$ cat src/rtl/add3_pipe_arbiter.sv
// Round-robin arbiter and sequencer that shares one external 3-operand adder
// among NUM_REQ requesters, tracking each issued operation with a tag pipeline.
module add3_pipe_arbiter #(
  parameter int NUM_REQ = 4,
  parameter int WIDTH   = 32,
  parameter int LATENCY = 3
) (
  input  logic                              clk,
  input  logic                              rst,
  input  logic                              enable,
  input  logic [NUM_REQ-1:0]                req_valid,
  output logic [NUM_REQ-1:0]                req_ready,
  input  logic [NUM_REQ*WIDTH-1:0]          req_x,
  input  logic [NUM_REQ*WIDTH-1:0]          req_y,
  input  logic [NUM_REQ*WIDTH-1:0]          req_z,
  output logic [WIDTH-1:0]                  add_x1,
  output logic [WIDTH-1:0]                  add_y1,
  output logic [WIDTH-1:0]                  add_z1,
  input  logic [WIDTH-1:0]                  add_out,
  output logic [NUM_REQ-1:0]                rsp_valid,
  output logic [WIDTH-1:0]                  rsp_data,
  output logic                              busy,
  output logic [$clog2(LATENCY+2)-1:0]      inflight
);

  localparam int PTR_W = $clog2(NUM_REQ);
  localparam int CNT_W = $clog2(LATENCY+2);

  logic [PTR_W-1:0] ptr;
  logic [PTR_W-1:0] grant_id;
  logic             grant_found;
  logic [PTR_W-1:0] cand;
  logic             handshake;
  logic             rsp_fire;

  // Tag stage 0 lines up with add_* and stage LATENCY lines up with add_out.
  logic             tag_valid [LATENCY+1];
  logic [PTR_W-1:0] tag_id    [LATENCY+1];

  always_comb begin
    grant_found = 1'b0;
    grant_id    = '0;
    cand        = '0;
    for (int k = 0; k < NUM_REQ; k++) begin
      cand = PTR_W'((int'(ptr) + k) % NUM_REQ);
      if (!grant_found && req_valid[cand]) begin
        grant_found = 1'b1;
        grant_id    = cand;
      end
    end
  end

  always_comb begin
    req_ready = '0;
    if (enable && grant_found && !rst)
      req_ready = NUM_REQ'(1) << grant_id;
  end

  assign handshake = |(req_valid & req_ready);
  assign rsp_fire  = tag_valid[LATENCY];

  always_ff @(posedge clk or posedge rst) begin
    if (rst) begin
      ptr    <= '0;
      add_x1 <= '0;
      add_y1 <= '0;
      add_z1 <= '0;
    end else if (handshake) begin
      ptr    <= (grant_id == PTR_W'(NUM_REQ-1)) ? '0 : grant_id + PTR_W'(1);
      add_x1 <= req_x[grant_id*WIDTH +: WIDTH];
      add_y1 <= req_y[grant_id*WIDTH +: WIDTH];
      add_z1 <= req_z[grant_id*WIDTH +: WIDTH];
    end else begin
      add_x1 <= '0;
      add_y1 <= '0;
      add_z1 <= '0;
    end
  end

  always_ff @(posedge clk or posedge rst) begin
    if (rst) begin
      for (int s = 0; s <= LATENCY; s++) begin
        tag_valid[s] <= 1'b0;
        tag_id[s]    <= '0;
      end
    end else begin
      tag_valid[0] <= handshake;
      tag_id[0]    <= handshake ? grant_id : '0;
      for (int s = 1; s <= LATENCY; s++) begin
        tag_valid[s] <= tag_valid[s-1];
        tag_id[s]    <= tag_id[s-1];
      end
    end
  end

  always_comb begin
    rsp_valid = '0;
    rsp_data  = '0;
    if (rsp_fire) begin
      rsp_valid = NUM_REQ'(1) << tag_id[LATENCY];
      rsp_data  = add_out;
    end
  end

  always_ff @(posedge clk or posedge rst) begin
    if (rst) begin
      inflight <= '0;
    end else begin
      case ({handshake, rsp_fire})
        2'b10:   inflight <= inflight + CNT_W'(1);
        2'b01:   inflight <= inflight - CNT_W'(1);
        default: inflight <= inflight;
      endcase
    end
  end

  assign busy = (inflight != '0);

endmodule
$ cat config.mk
export PLATFORM = sky130hd
export DESIGN_NAME = add3_pipe_arbiter
export DESIGN_NICKNAME = d
export VERILOG_FILES = /design/src/rtl/add3_pipe_arbiter.sv
export SDC_FILE = /design/constraint.sdc
export NUM_CORES = 1
export LEC_CHECK = 0
export BUFFER_PORTS_ARGS = -buffer_cell sky130_fd_sc_hd__buf_4
export CELL_PAD_IN_SITES_DETAIL_PLACEMENT = 0
export CELL_PAD_IN_SITES_GLOBAL_PLACEMENT = 2
export CORE_AREA = 2 2 221 223
export CTS_BUF_LIST = sky130_fd_sc_hd__clkbuf_8
export DETAILED_ROUTE_END_ITERATION = 8
export DIE_AREA = 0 0 223 225
export PLACE_DENSITY_LB_ADDON = 0.1
export SYNTH_ARGS = -nofsm -noshare
export SYNTH_HDL_FRONTEND = slang
export SYNTH_SLANG_ARGS = --single-unit
export TNS_END_PERCENT = 30
$ cat constraint.sdc
create_clock -name clk -period 3.58 [get_ports clk]
set_input_delay 0.179 -clock clk [delete_from_list [all_inputs] [get_ports clk]]
set_output_delay 0.179 -clock clk [all_outputs]
set_load 0.02 [all_outputs]
### After elaboration in Yosys (flattened, before gate mapping)

Index checks and enable logic that the tools add are counted.

* flip-flop bits (word level): 113
* bits of input ports: 423
* output and inout bits: 140

* $add $sub $neg: 6
* order comparisons: 4
* eq/ne operators: 3
* shifts and indexed selects: 5
* muxes and demuxes: 25
* bitwise logic cells: 1
* reduce and logical (&&, ||, !) cells: 12

Operator list (number)
* $shiftx 128x8->32: 3
* $mux 32: 4
* $lt 2x3->1 const B: 4
* $mux 2: 6
* $bmux 1 s2: 4
* $mux 1: 8
* $mux 4: 2
* $shl 1x2->4 const A: 2
* $pmux 3 s2: 1
* $logic_and 1x1->1: 5
* $add 2x1->2 const B: 2
* $add 2x2->2 const B: 2
* $and 4x4->4: 1
* $eq 2x2->1 const B: 2
* $logic_not 1->1: 4
* $reduce_or 4->1: 1
* $add 3x1->3 const B: 1
* $reduce_bool 3->1: 1
* $sub 3x1->3 const B: 1
* $eq 2x1->1 const B: 1
* $reduce_bool 2->1: 1

### Depth between registers and ports, before layout

* depth in word-level cells: 19
* mapped depth: 16

### Worst setup path after synthesis

OpenSTA, ideal clock, no wires.

* path kind: input port to flip-flop
* from: in rst
* to: reg inflight[2]
* setup time: 131 ps
* arrival: 4206 ps
* path slack: -757 ps
* stages: 9
* cells stage by stage: inv_1 nand3_1 a31o_2 ha_1 inv_1 fa_1 xor2_1 nor2_1 xor2_1

* cells in the longest elaborated chain, start to end: 7
* elaborated cells on any way between the ends: 9

RTL lines
* start, declared: RTL line 9 `input logic rst,`
* $logic_not 1->1 (no line) (*)
* $logic_and 1x1->1 (*): RTL line 55 `if (enable && grant_found && !rst)`
* $mux 4 (*): RTL line 55
* $and 4x4->4 (*): RTL line 59 `assign handshake = |(req_valid & req_ready);`
* $reduce_or 4->1 (*): RTL line 59
* $eq 2x1->1 / $eq 2x2->1 (equally long branches): RTL line 109 `case ({handshake, rsp_fire})`
* $pmux 3 s2 / $reduce_bool 2->1 (equally long branches)
* end signal, assigned: RTL line 110 `2'b10: inflight <= inflight + CNT_W'(1);`
* end signal, assigned: RTL line 111 `2'b01: inflight <= inflight - CNT_W'(1);`
* end signal, assigned: RTL line 112 `default: inflight <= inflight;`
* end, declared: RTL line 23 `output logic [$clog2(LATENCY+2)-1:0] inflight`

Every way passes the cells marked *; elsewhere a longest branch is shown, timed or not.
A chain may end at the register's enable or synchronous reset.

### Worst setup path after layout

* from: reg ptr[0]
* to: reg add_y1[29]

* cells in the longest elaborated chain, start to end: 18
* elaborated cells on any way between the ends: 33

RTL lines
* start, declared: RTL line 29 `logic [PTR_W-1:0] ptr;`
* start signal, assigned: RTL line 69 `ptr <= (grant_id == PTR_W'(NUM_REQ-1)) ? '0 : grant_id + PTR_W'(1);`
* branches (longest 17 deep; another with $add 2x1->2)
* $mux 32 (*): RTL line 68 `end else if (handshake) begin`
* end signal, assigned: RTL line 71 `add_y1 <= req_y[grant_id*WIDTH +: WIDTH];`
* end, declared: RTL line 17 `output logic [WIDTH-1:0] add_y1,`

Every way passes the cells marked *. The select of a mux whose other input is x is not followed.

==> flow_metrics.py <==
metrics = {
    "sta": {
        "tns_ns": 0,
        "finalWorstPathRequiredPeriod_ns": 3.356,
        "relSlewSlack": 0.3659,
        "slew_violations": 0,
        "worstMarginPinSlew_ns": 0.9511,
        "timing.final.crit_share": 0.9376,
        "finalHoldViolCount": 0,
        "max_freq_ghz": 0.2979,
        "fin_skew_ns": 0.01350,
        "hold_slack_ns": 0.002738,
        "finalSetupViolCount": 0,
        "grt_setup_unrepaired": "no",
    },
    "floorplan": {
        "start_util": 0.1329,
        "fp.dieArea_mm2": 0.05018,
        "die_w_um": 223,
        "rows": 80,
        "die_h_um": 225,
        "ios": 563,
        "core_mm2": 0.04755,
    },
    "clock_network": {
        "cts-htree-levels": 4,
        "cts_made_buffers": 17,
        "cts_tree": "done",
        "cts_max_path_buffers": 2,
        "cts_root_buffer": "clkbuf_8",
        "clkTransAtPathRegs_ns": 0.08,
        "cts.sinks": 113,
        "clk_latency_ns": 0.47,
        "post_cts_buffers": 0,
    },
    "finish": {
        "area_growth_pct": 128.0,
        "layout.cells.non_filler": 1975,
        "final_cell_mix": "buf_4 (568), dlygate4sd3_1 (271), mux2i_1 (193)",
        "post-route-util": 0.3031,
        "drive_gt1_frac": 0.4717,
        "layout_commonest_cell": "buf_4",
        "final_nets": 1772,
    },
    "synth": {
        "ys_seq_elements": 113,
        "syn_inst": 530,
        "yosysUniqueCellTypes": 34,
        "avgSynthCellArea_um2": 11.92,
        "syn-num-nets": 956,
        "netlist_area_mm2": 0.006320,
        "yosysSeqAreaShare": 0.4474,
        "yosysWarnings": 0,
    },
    "routing": {
        "route.detailed.drc": 0,
        "wl_mm": 34.68,
        "wl_met3_mm": 3.201,
        "drt_iter0_markers": 127,
        "ant_nets": 0,
        "drt_pass1_iterations": 4,
        "m1WireLength_mm": 12.40,
        "dr_wl_met2_mm": 18.59,
        "top_layer": "met5",
        "post_drt_wl_per_cell_um": 17.56,
        "vias": 7558,
        "via_per_inst": 3.827,
    },
    "grt": {
        "overflow": 0,
        "antenna_found_initial": 2,
        "grt_pass1_vias": 8140,
        "grt_max_degree": 113,
        "grt_pass1_wl_mm": 50.00,
        "track_usage": 0.1351,
    },
    "setup_path": {
        "crit_path_max_fanout": 112,
        "timing.rr.start": "ptr[0]$_DFFE_PP0P_",
        "startpoint_type": "flip-flop",
        "cp-startpoint": "ptr[0]$_DFFE_PP0P_",
        "worstSetupPathType": "flip-flop to flip-flop",
        "arrival_ns": 3.72,
        "end_kind": "flip-flop",
        "crit_required_ns": 3.94,
    },
    "worst_hold_path": {
        "hold_path_class": "input port to asynchronous set/reset pin",
    },
    "outcome": {
        "status": "completed",
    },
    "placement": {
        "dpl.hpwl_mm": 25.75,
        "portBuffers": 562,
        "place_congestion": 0.7103,
        "dp.cells": 1671,
    },
    "pwr": {
        "powerDensity_mw_per_mm2": 477.3,
        "power_leakage_nw": 7.605,
        "total_power_mw": 6.878,
        "ir_worst_vdd_mv": 0.4067,
    },
    "flow_run": {
        "max_cap_violations": 0,
    },
}
-- routing by layer --
| metal | track usage | vias up |
|---|---|---|
| met2 | 0.2533 | 312 |
| li1 | - | 3604 |
| met1 | 0.1366 | 3623 |
| met4 | 0.03356 | 2 |
| met5 | 0 | - |
| met3 | 0.05919 | 17 |
-- cell type report --
type | instances | area (µm²)
fill | 5060 | 33130
multi-input combinational | 361 | 3232
sequential | 113 | 2828
timing repair buffer | 843 | 7057
clock inverter | 10 | 178.9
antenna | 1 | 2.502
inverter | 10 | 41.29
clock buffer | 22 | 302.8
tap | 615 | 769.5
-- per-stage QoR --
stage | cell area, µm² | setup slack (ns)
after global routing | 14410 | 0.06290
after detailed placement | 11210 | 0.7592
after CTS | 14410 | 0.2729
final | 14410 | 0.2235
after global placement | 11210 | 0.7849
after floorplan | 6324 | 0.008336
-- logic make-up (layout without fill, tap and decap cells) --
logic type	after synthesis	in the layout	share of synthesized area
other cells	0	1	0
fa+ha+maj	3	3	0.007127
xor+xnor	3	3	0.004158
buf+inv	56	885	0.04613
simple gates	56	56	0.05227
compound gates	105	105	0.1354
mux	194	194	0.3075
flops	113	113	0.4474
-- cell usage after synthesis --
cell type / number / area [µm²]
inv_2: 1 / 3.750
buf_2: 29 / 145.1
inv_1: 9 / 33.78
or3_1: 2 / 12.51
nand2_2: 1 / 6.260
o221ai_1: 1 / 8.760
clkbuf_1: 9 / 33.78
or4_1: 1 / 7.510
mux2i_1: 193 / 1932
nor2_1: 6 / 22.52
nor2b_1: 3 / 18.77
a21oi_1: 2 / 10.01
o22ai_1: 68 / 425.4
fa_1: 1 / 20.02
xor2_1: 2 / 17.52
buf_6: 4 / 45.04
and2_1: 33 / 206.5
and3b_1: 1 / 8.760
a31o_2: 1 / 8.760
xnor2_1: 1 / 8.760
nor3_1: 1 / 5.000
o32ai_2: 1 / 16.27
buf_4: 4 / 30.03
nand3_1: 1 / 5.000
and3_1: 3 / 18.77
a211o_1: 1 / 8.760
nand2_1: 3 / 11.26
o22ai_2: 29 / 362.9
dfrtp_1: 113 / 2828
ha_1: 2 / 25.02
o211a_2: 1 / 10.01
o21ai_0: 1 / 5.000
nor3b_1: 1 / 7.510
mux2_2: 1 / 11.26
-- final timing paths --
| path | endpoint | cells after the start | slack [ns] |
|---|---|---|---|
| setup reg to reg | add_y1[29]$_DFF_PP0_ | 8 | 0.22 |
| min in group clk | add_x1[0]$_DFF_PP0_ | 3 | 0.06 |
| max in group asynchronous | add_x1[4]$_DFF_PP0_ | 3 | 2.95 |
| hold / removal | add_z1[19]$_DFF_PP0_ | 3 | 0.003 |
| setup / recovery | add_y1[29]$_DFF_PP0_ | 8 | 0.22 |
| hold reg to reg | tag_id[5]$_DFF_PP0_ | 0 | 0.34 |
-- critical path, stage by stage (launching register included) --
cell and delay (ns):
dfrtp_1 0.40, nor2b_1 0.20, o21ai_0 0.20, o221ai_4 0.16, buf_12 0.52, mux2i_1 0.26, dlygate4sd3_1 0.58, o22ai_1 0.07
dlygate4sd3_1 0.59
-- what timing repair did --
item | CTS | global route
endpoints found under the hold margin | 94 | 0
endpoints found under the setup margin | 0 | 0
hold buffers | 271 | 0
resized for setup | 0 | 0
-- state kept, by name, indices dropped and copies added (netlist names) --
signal,flops
add_x1,32
tag_id,8
tag_valid,3
ptr,2
add_y1,32
add_z1,32
rsp_fire,1
inflight,3
-- report_power, final --
part	switching, mW	leakage (nW)	internal [mW]	total, mW
clock	0.617	0.242	0.918	1.53
sequential	0.0939	1.53	1.51	1.60
combinational	1.69	5.84	2.05	3.74
(Power assumes the default switching activity.)
